## src/rtl/pll_pkg.sv

```systemverilog
// Shared types and constants for the PLL phase/lock detector.
// UNLOCK_CNT only matters when PLL_LOCK_HYST_EN is defined.
package pll_pkg;

    typedef enum logic [1:0] {
        IDLE     = 2'd0,
        REF_LEAD = 2'd1,
        FB_LEAD  = 2'd2
    } pll_state_e;

    localparam int UNLOCK_CNT = 4;

    function automatic int signed_abs(input int v);
        return (v < 0) ? -v : v;
    endfunction

endpackage

```

## src/rtl/pll_edge_sync.sv

```systemverilog
// N-flop synchronizer followed by a registered rising-edge pulse.
// A rising edge on din produces a one-cycle pulse N+1 cycles after it is first sampled.
module pll_edge_sync #(
    parameter int N = 2
) (
    input  logic clk,
    input  logic rst_n,
    input  logic din,
    output logic rise
);

    logic [N-1:0] sync;
    logic         last;

    always_ff @(posedge clk or negedge rst_n) begin
        if (!rst_n) begin
            sync <= '0;
            last <= 1'b0;
            rise <= 1'b0;
        end else begin
            sync <= {sync[N-2:0], din};
            last <= sync[N-1];
            rise <= sync[N-1] & ~last;
        end
    end

endmodule

```

## src/rtl/pll_phase_lock_detect.sv

```systemverilog
// Phase error measurement between clk_ref and clk_fb, with up/dn pulses and lock flag.
// Define PLL_LOCK_HYST_EN to require UNLOCK_CNT consecutive bad measurements before unlocking.
module pll_phase_lock_detect
    import pll_pkg::*;
#(
    parameter int CNT_W    = 6,
    parameter int TIMEOUT  = 20,
    parameter int TOL      = 1,
    parameter int LOCK_CNT = 16
) (
    input  logic                    clk_out,
    input  logic                    rst_n,
    input  logic                    clk_ref,
    input  logic                    clk_fb,
    output logic signed [CNT_W-1:0] phase_err,
    output logic                    err_valid,
    output logic                    up,
    output logic                    dn,
    output logic                    locked,
    output pll_state_e              state_dbg
);

    localparam int LCK_W = $clog2(LOCK_CNT + 1);
    localparam logic [CNT_W-1:0]        TIMEOUT_V = CNT_W'(TIMEOUT);
    localparam logic signed [CNT_W-1:0] ERR_MAX   = CNT_W'(TIMEOUT);

    logic ref_rise;
    logic fb_rise;
    logic clk_fb_d;

    pll_state_e       state;
    pll_state_e       state_nxt;
    logic [CNT_W-1:0] cnt;
    logic [CNT_W-1:0] cnt_nxt;

    logic                    meas_valid;
    logic signed [CNT_W-1:0] meas_err;
    logic                    meas_good;

    logic [LCK_W-1:0] lock_cnt;
    logic [LCK_W-1:0] lock_inc;

    pll_edge_sync #(.N(2)) u_ref_sync (
        .clk   (clk_out),
        .rst_n (rst_n),
        .din   (clk_ref),
        .rise  (ref_rise)
    );

    // clk_fb is already in the clk_out domain, so a single delay flop suffices.
    always_ff @(posedge clk_out or negedge rst_n) begin
        if (!rst_n) clk_fb_d <= 1'b0;
        else        clk_fb_d <= clk_fb;
    end

    assign fb_rise   = clk_fb & ~clk_fb_d;
    assign state_dbg = state;

    // Decide whether this cycle closes a measurement and with what value.
    always_comb begin
        state_nxt  = state;
        cnt_nxt    = cnt;
        meas_valid = 1'b0;
        meas_err   = '0;
        unique case (state)
            IDLE: begin
                if (ref_rise && fb_rise) begin
                    meas_valid = 1'b1;
                end else if (ref_rise) begin
                    state_nxt = REF_LEAD;
                    cnt_nxt   = CNT_W'(1);
                end else if (fb_rise) begin
                    state_nxt = FB_LEAD;
                    cnt_nxt   = CNT_W'(1);
                end
            end
            REF_LEAD: begin
                if (fb_rise) begin
                    meas_valid = 1'b1;
                    meas_err   = $signed(cnt);
                    if (ref_rise) begin
                        cnt_nxt = CNT_W'(1);
                    end else begin
                        state_nxt = IDLE;
                        cnt_nxt   = '0;
                    end
                end else if (ref_rise) begin
                    meas_valid = 1'b1;
                    meas_err   = ERR_MAX;
                    cnt_nxt    = CNT_W'(1);
                end else if (cnt == TIMEOUT_V) begin
                    meas_valid = 1'b1;
                    meas_err   = ERR_MAX;
                    state_nxt  = IDLE;
                    cnt_nxt    = '0;
                end else begin
                    cnt_nxt = cnt + CNT_W'(1);
                end
            end
            FB_LEAD: begin
                if (ref_rise) begin
                    meas_valid = 1'b1;
                    meas_err   = -$signed(cnt);
                    if (fb_rise) begin
                        cnt_nxt = CNT_W'(1);
                    end else begin
                        state_nxt = IDLE;
                        cnt_nxt   = '0;
                    end
                end else if (fb_rise) begin
                    meas_valid = 1'b1;
                    meas_err   = -ERR_MAX;
                    cnt_nxt    = CNT_W'(1);
                end else if (cnt == TIMEOUT_V) begin
                    meas_valid = 1'b1;
                    meas_err   = -ERR_MAX;
                    state_nxt  = IDLE;
                    cnt_nxt    = '0;
                end else begin
                    cnt_nxt = cnt + CNT_W'(1);
                end
            end
            default: begin
                state_nxt = IDLE;
                cnt_nxt   = '0;
            end
        endcase
    end

    assign meas_good = (signed_abs(int'(meas_err)) <= TOL);
    assign lock_inc  = (lock_cnt == LCK_W'(LOCK_CNT)) ? lock_cnt : lock_cnt + LCK_W'(1);

    always_ff @(posedge clk_out or negedge rst_n) begin
        if (!rst_n) begin
            state     <= IDLE;
            cnt       <= '0;
            phase_err <= '0;
            err_valid <= 1'b0;
            up        <= 1'b0;
            dn        <= 1'b0;
        end else begin
            state     <= state_nxt;
            cnt       <= cnt_nxt;
            err_valid <= meas_valid;
            up        <= meas_valid && (meas_err > 0);
            dn        <= meas_valid && (meas_err < 0);
            if (meas_valid) phase_err <= meas_err;
        end
    end

`ifdef PLL_LOCK_HYST_EN
    localparam int BAD_W = $clog2(UNLOCK_CNT);
    logic [BAD_W-1:0] bad_cnt;

    // While locked, bad measurements are tolerated until UNLOCK_CNT in a row.
    always_ff @(posedge clk_out or negedge rst_n) begin
        if (!rst_n) begin
            lock_cnt <= '0;
            locked   <= 1'b0;
            bad_cnt  <= '0;
        end else if (meas_valid) begin
            if (meas_good) begin
                bad_cnt  <= '0;
                lock_cnt <= lock_inc;
                locked   <= (lock_inc == LCK_W'(LOCK_CNT));
            end else if (locked && (bad_cnt != BAD_W'(UNLOCK_CNT - 1))) begin
                bad_cnt <= bad_cnt + BAD_W'(1);
            end else begin
                bad_cnt  <= '0;
                lock_cnt <= '0;
                locked   <= 1'b0;
            end
        end
    end
`else
    always_ff @(posedge clk_out or negedge rst_n) begin
        if (!rst_n) begin
            lock_cnt <= '0;
            locked   <= 1'b0;
        end else if (meas_valid) begin
            if (meas_good) begin
                lock_cnt <= lock_inc;
                locked   <= (lock_inc == LCK_W'(LOCK_CNT));
            end else begin
                lock_cnt <= '0;
                locked   <= 1'b0;
            end
        end
    end
`endif

endmodule
```

## config.mk

```make
export PLATFORM = sky130hd
export DESIGN_NAME = pll_phase_lock_detect
export DESIGN_NICKNAME = d
export VERILOG_FILES = /design/src/rtl/pll_pkg.sv /design/src/rtl/pll_edge_sync.sv /design/src/rtl/pll_phase_lock_detect.sv
export SDC_FILE = /design/constraint.sdc
export NUM_CORES = 1
export LEC_CHECK = 0
export BUFFER_PORTS_ARGS = -buffer_cell sky130_fd_sc_hd__buf_2
export CAP_MARGIN = 20
export CORE_UTILIZATION = 60
export DETAILED_ROUTE_END_ITERATION = 7
export PLACE_DENSITY = 0.8
export SLEW_MARGIN = 20
export SYNTH_ARGS = -nofsm -noshare
export SYNTH_HDL_FRONTEND = slang
export SYNTH_SLANG_ARGS = --single-unit
```

## constraint.sdc

```tcl
create_clock -name clk_out -period 6.3 [get_ports clk_out]
set_clock_uncertainty 0.2 [all_clocks]
set_input_delay 1.575 -clock clk_out [delete_from_list [all_inputs] [get_ports clk_out]]
set_output_delay 1.575 -clock clk_out [all_outputs]
set_load 0.02 [all_outputs]
```

# Word level (Yosys, flattened, before mapping)
# Cells that the tools add are included.
# totals
output_inout_bits	12
inputBits	4
register_bits	28
elab_cells	78
# classes
order_cmp	3
n_eq_ne	9
bitwise	4
mux	40
reduce_logical	6
addsub	4
# op_table
operator	n
$mux W6	12
$le A32 B2 Y1 const B	1
$mux W32	1
$neg A6 Y32	1
$mux W2	10
$mux W5	4
$pmux W6 S3	1
$pmux W6 S2	1
$eq A5 B5 Y1 const B	2
$mux W1	9
$add A6 B1 Y6 const B	1
$eq A6 B5 Y1 const B	1
$gt A6 B1 Y1 const B	1
$lt A6 B1 Y1 const B	1
$ne A2 B2 Y1 const B	3
$neg A6 Y6	1
$pmux W2 S3	1
$add A5 B1 Y5 const B	1
$reduce_and A4 Y1	1
$logic_and A1 B1 Y1	3
$ne A3 B2 Y1 const B	1
$pmux W1 S3	1
$and A1 B1 Y1	2
$eq A2 B1 Y1 const B	1
other kinds (4)	5

# Longest topological paths before layout
# depth
ltp_word	9
mapped_depth	12

# Cells and area by module
# From an unflattened synthesis, not the netlist that was laid out.
# unflattened
cells_unflattened	193
area_unflattened_um2	1773.0
# modules_own_cells
mod	area_each_um2	seq_area_each_um2	n_inst	cells_each
pll_phase_lock_detect	1659.1	600.6	1	188
pll_edge_sync	113.9	100.1	1	5

# Worst setup path before layout
# No wires, ideal clock.
# synth_path
path_type	input -> register
startpoint	input port clk_fb
endpoint	register lock_cnt[2]
cell_stages	9
path_buffers	1
arrival_time_ps	3244
setup_slack_ps	2738
required_time_ps	5982
setup_ps	118
cell_sequence	nor2b_1 > clkbuf_1 > a32o_1 > nand2_1 > ha_1 > and4bb_4 > a211oi_4 > o31ai_1 > a21o_1
# synth_via
elab_chain_cells	8
word_cells_on_any_way	16
# synth_rtl
item	line_no	source
start, declared	pll_phase_lock_detect.sv:14	input logic clk_fb,
$and A1 B1 Y1 (*)	pll_phase_lock_detect.sv:56	assign fb_rise = clk_fb & ~clk_fb_d;
$mux W6	pll_phase_lock_detect.sv:110	end else if (fb_rise) begin
$mux W6	pll_phase_lock_detect.sv:101	if (ref_rise) begin
$pmux W6 S2	pll_phase_lock_detect.sv:65	unique case (state)
$neg A6 Y32 or $lt A6 B1 Y1 (tied branches)	pll_pkg.sv:14	return (v < 0) ? -v : v;
$mux W32	pll_pkg.sv:14	
$le A32 B2 Y1	pll_phase_lock_detect.sv:130	assign meas_good = (signed_abs(int'(meas_err)) <= TOL);
$mux W5	pll_phase_lock_detect.sv:181	if (meas_good) begin
end signal, assigned	pll_phase_lock_detect.sv:182	lock_cnt <= lock_inc;
end, declared	pll_phase_lock_detect.sv:40	logic [LCK_W-1:0] lock_cnt;
# Every way passes the cells marked *; elsewhere a longest branch is shown, timed or not.
# A chain may end at the register's enable or synchronous reset.

# Final worst setup path
# layout_path
startpoint	input port clk_fb
endpoint	register lock_cnt[1]
# The elaborated chain is that of the path after synthesis.

==> flow_summary.json <==
{
  "met3_usage": 0.0279,
  "reg2reg_from": "state_dbg[0]",
  "synthCells": 194,
  "yosysWarnings": 0,
  "start_util": 0.637,
  "io_buffers": 15,
  "clkTransAtPathRegs_ns": 0.15,
  "grt_busiest_layer": "met2",
  "fmaxAchievable_ghz": 0.268,
  "hold_buffers": 0,
  "fin_setup_tns_ns": 0,
  "maxSlewViolCount": 0,
  "synth-compound-area-share": 0.258,
  "p_leak_nw": 0.873,
  "h-tree-depth": 1,
  "synth_common_cells": "28 x dfrtp_1, 22 x nand2_1, 14 x o21ai_0",
  "synthTopCellsByArea": "dfrtp_1 40%, ha_1 6.4%, nand2_1 4.7%, o21ai_0 4.0%, a21oi_1 2.6%",
  "synth-seq-area-share": 0.399,
  "via_per_inst": 6.28,
  "ant_nets": 0,
  "clkLatencyLatePin_ns": 0.32,
  "rr_endpoint": "lock_cnt[2]",
  "gr-usage-met2": 0.396,
  "crit_path_top_delay_cell": "a211oi_1",
  "cts_tree": "done",
  "hold_viol_final": 0,
  "yosysMostFrequentCell": "dfrtp_1",
  "drt_iter0_markers": 78,
  "hp-class": "register to register",
  "ctsResizeCount": 0,
  "post-route-min-period_ns": 3.73,
  "start_kind": "input pin",
  "cts_root_buf": "clkbuf_4",
  "ys_types": 49,
  "grt_pass1_wl_mm": 6.10,
  "routed_wl_mm": 3.59,
  "synth-main-ff-cell": "dfrtp_1",
  "ios": 16,
  "synthAdderAreaFrac": 0.0641,
  "cts_setup_buffers": 0,
  "worstHoldPathCells": 0,
  "n_antenna_cell": 0,
  "synth-edff-count": 0,
  "core.rowCount": 19,
  "drcViolationCount": 0,
  "setup_viol": 0,
  "vias": 1457,
  "rsz0062_at_grt": "false",
  "worstPathRequired_ns": 6.33,
  "postPlaceCellArea_um2": 1820,
  "grt_use_met1": 0.332,
  "synth_xor_xnor_area_share": 0.0299,
  "critPathMaxStageDelay_ns": 0.52,
  "async_reset_ff_frac": 1.00,
  "min_to": "u_ref_sync.sync[1]",
  "die_h_um": 56.1,
  "finalInstanceArea_um2": 1860,
  "path_cells": "buf_2 > nor2b_1 > a211oi_2 > a211oi_1 > o22ai_1 > a211oi_4 > nor2_1 > a22o_1",
  "firstDrtPassIters": 6,
  "synth_top_family_by_area": "compound AO/OA/AOI/OAI gates",
  "place_hpwl_mm": 2.64,
  "rr_worst_depth": 11,
  "grt_util_all_layers": 0.242,
  "grt-ovfl-total": 0,
  "gp_congestion": 0.913,
  "yosysTopAreaCell": "dfrtp_1",
  "crit_path_end_kind": "register",
  "place_inst": 228,
  "fin_crit_sh": 0.592,
  "cts_made_buffers": 3,
  "yosys.area_share.simple": 0.194,
  "grt_max_degree": 29,
  "netlist_area_um2": 1760,
  "synth_top_cell_area_share": 0.399,
  "r2r_setup_slack_ns": 3.25,
  "muxShareOfSynthArea": 0.00641,
  "syn-num-nets": 207,
  "num-nets-final": 215,
  "min_from": "u_ref_sync.sync[0]",
  "grt_pass1_vias": 1414,
  "crit_type": "input pin to register",
  "fp.dieW_um": 56.1,
  "coreArea_um2": 2760,
  "arrival_ns": 3.76,
  "fin_cells": 232,
  "die_area_um2": 3150,
  "clkSinkCount": 28,
  "syn_avg_cell_area_um2": 9.06,
  "antenna_found_initial": 0,
  "areaGrowthSynthToFinish_pct": 5.62,
  "drv_cap": 0,
  "peakVddDrop_uv": 295,
  "cts_max_path_buffers": 2,
  "wl_per_cell_um": 15.5,
  "slew_headroom": 0.594,
  "status": "finished clean",
  "ys_ff_latch": 28,
  "power_density_nw_per_um2": 391,
  "worstPathMaxFanout": 8,
  "worst-slew-pin-transition_ns": 0.605,
  "drive_gt1_frac": 0.144
}
-- worst max-delay path, delay by kind of cell --
family,cells,cell delay [ns]
buffers and inverters,1,0.10
AO/OA/AOI/OAI,5,1.46
AND/OR/NAND/NOR,2,0.62
-- state kept, by name, indices dropped and copies added (netlist names) --
| signal | count |
|---|---|
| u_ref_sync.last | 1 |
| dn | 1 |
| state_dbg | 2 |
| clk_fb_d | 1 |
| u_ref_sync.rise | 1 |
| locked | 1 |
| up | 1 |
| err_valid | 1 |
| cnt | 6 |
| phase_err | 6 |
| lock_cnt | 5 |
| u_ref_sync.sync | 2 |
-- cells in the final DEF (no fill, tap or decap), types with 2 or more instances in the layout --
cell type	netlist	layout
xor2_1	3	3
nor3_1	2	2
dfrtp_1	28	28
a21o_1	6	6
nand2b_1	2	2
a221oi_1	2	2
nor4_1	2	2
o31ai_1	3	3
nand3_1	6	6
a211oi_1	3	3
ha_1	9	9
inv_1	9	9
nand2_1	22	22
a22o_1	3	3
xnor2_1	3	3
nand4_1	3	3
a211o_1	2	2
or3_1	2	2
o21a_1	2	2
nor2_1	11	11
clkbuf_4	0	3
o22ai_1	5	5
o21ai_0	14	14
a22oi_1	2	2
buf_2	4	15
a21oi_1	9	9
nor2b_1	5	5
and2_1	4	4
-- how the worst max path moves through the flow --
stage | end | startpoint | slack [ns]
floorplan | lock_cnt[2] | clk_fb | 2.74
CTS | lock_cnt[2] | clk_fb | 2.64
finish | lock_cnt[1] | clk_fb | 2.57
detailed placement | lock_cnt[2] | clk_fb | 2.28
global placement | locked | clk_fb | 2.31
global route | lock_cnt[2] | clk_fb | 2.36
-- stage by stage --
| stage | worst slack (ns) | utilization | hold WS, ns | total power, mW |
|---|---|---|---|---|
| 2_1_floorplan | 2.74 | - | 0.131 | 0.549 |
| 3_3_place_gp | 2.31 | 0.660 | 0.145 | 0.617 |
| 3_5_place_dp | 2.28 | 0.660 | 0.153 | 0.636 |
| 4_1_cts | 2.64 | 0.673 | 0.196 | 0.727 |
| 5_1_grt | 2.36 | 0.673 | 0.209 | 0.782 |
| 6_report | 2.57 | 0.673 | 0.187 | 0.726 |
-- kinds of logic (layout without fill, tap and decap cells) --
family                   after synthesis  count (layout)
buffers and inverters                 21              28
AO/OA/AOI/OAI                         63              63
multiplexers                           1               1
XOR/XNOR                               6               6
adder cells (fa/ha/maj)                9               9
flip-flops                            28              28
AND/OR/NAND/NOR                       66              66
-- layout make-up --
type                            instances  area [um2]
Timing Repair Buffer                   15        75.1
Multi-Input combinational cell        145         972
Sequential cell                        28         701
Fill cell                             226         901
Clock buffer                            4        36.3
Inverter                                9        33.8
Tap cell                               31        38.8
-- power breakdown --
| group | total [mW] | switching [mW] | leakage, nW | internal (mW) |
|---|---|---|---|---|
| logic | 0.384 | 0.245 | 0.481 | 0.140 |
| registers | 0.254 | 0.0397 | 0.370 | 0.214 |
| clock network | 0.0883 | 0.0529 | 0.0210 | 0.0354 |
-- routing by layer --
| layer | vias to the layer above | routed length, um |
|---|---|---|
| met2 | 35 | 1700 |
| met3 | 7 | 123 |
| met1 | 701 | 1710 |
| met5 | - | 0 |
| met4 | 0 | 52 |
| li1 | 714 | - |
Note: power is estimated with default switching activity, not from simulation.
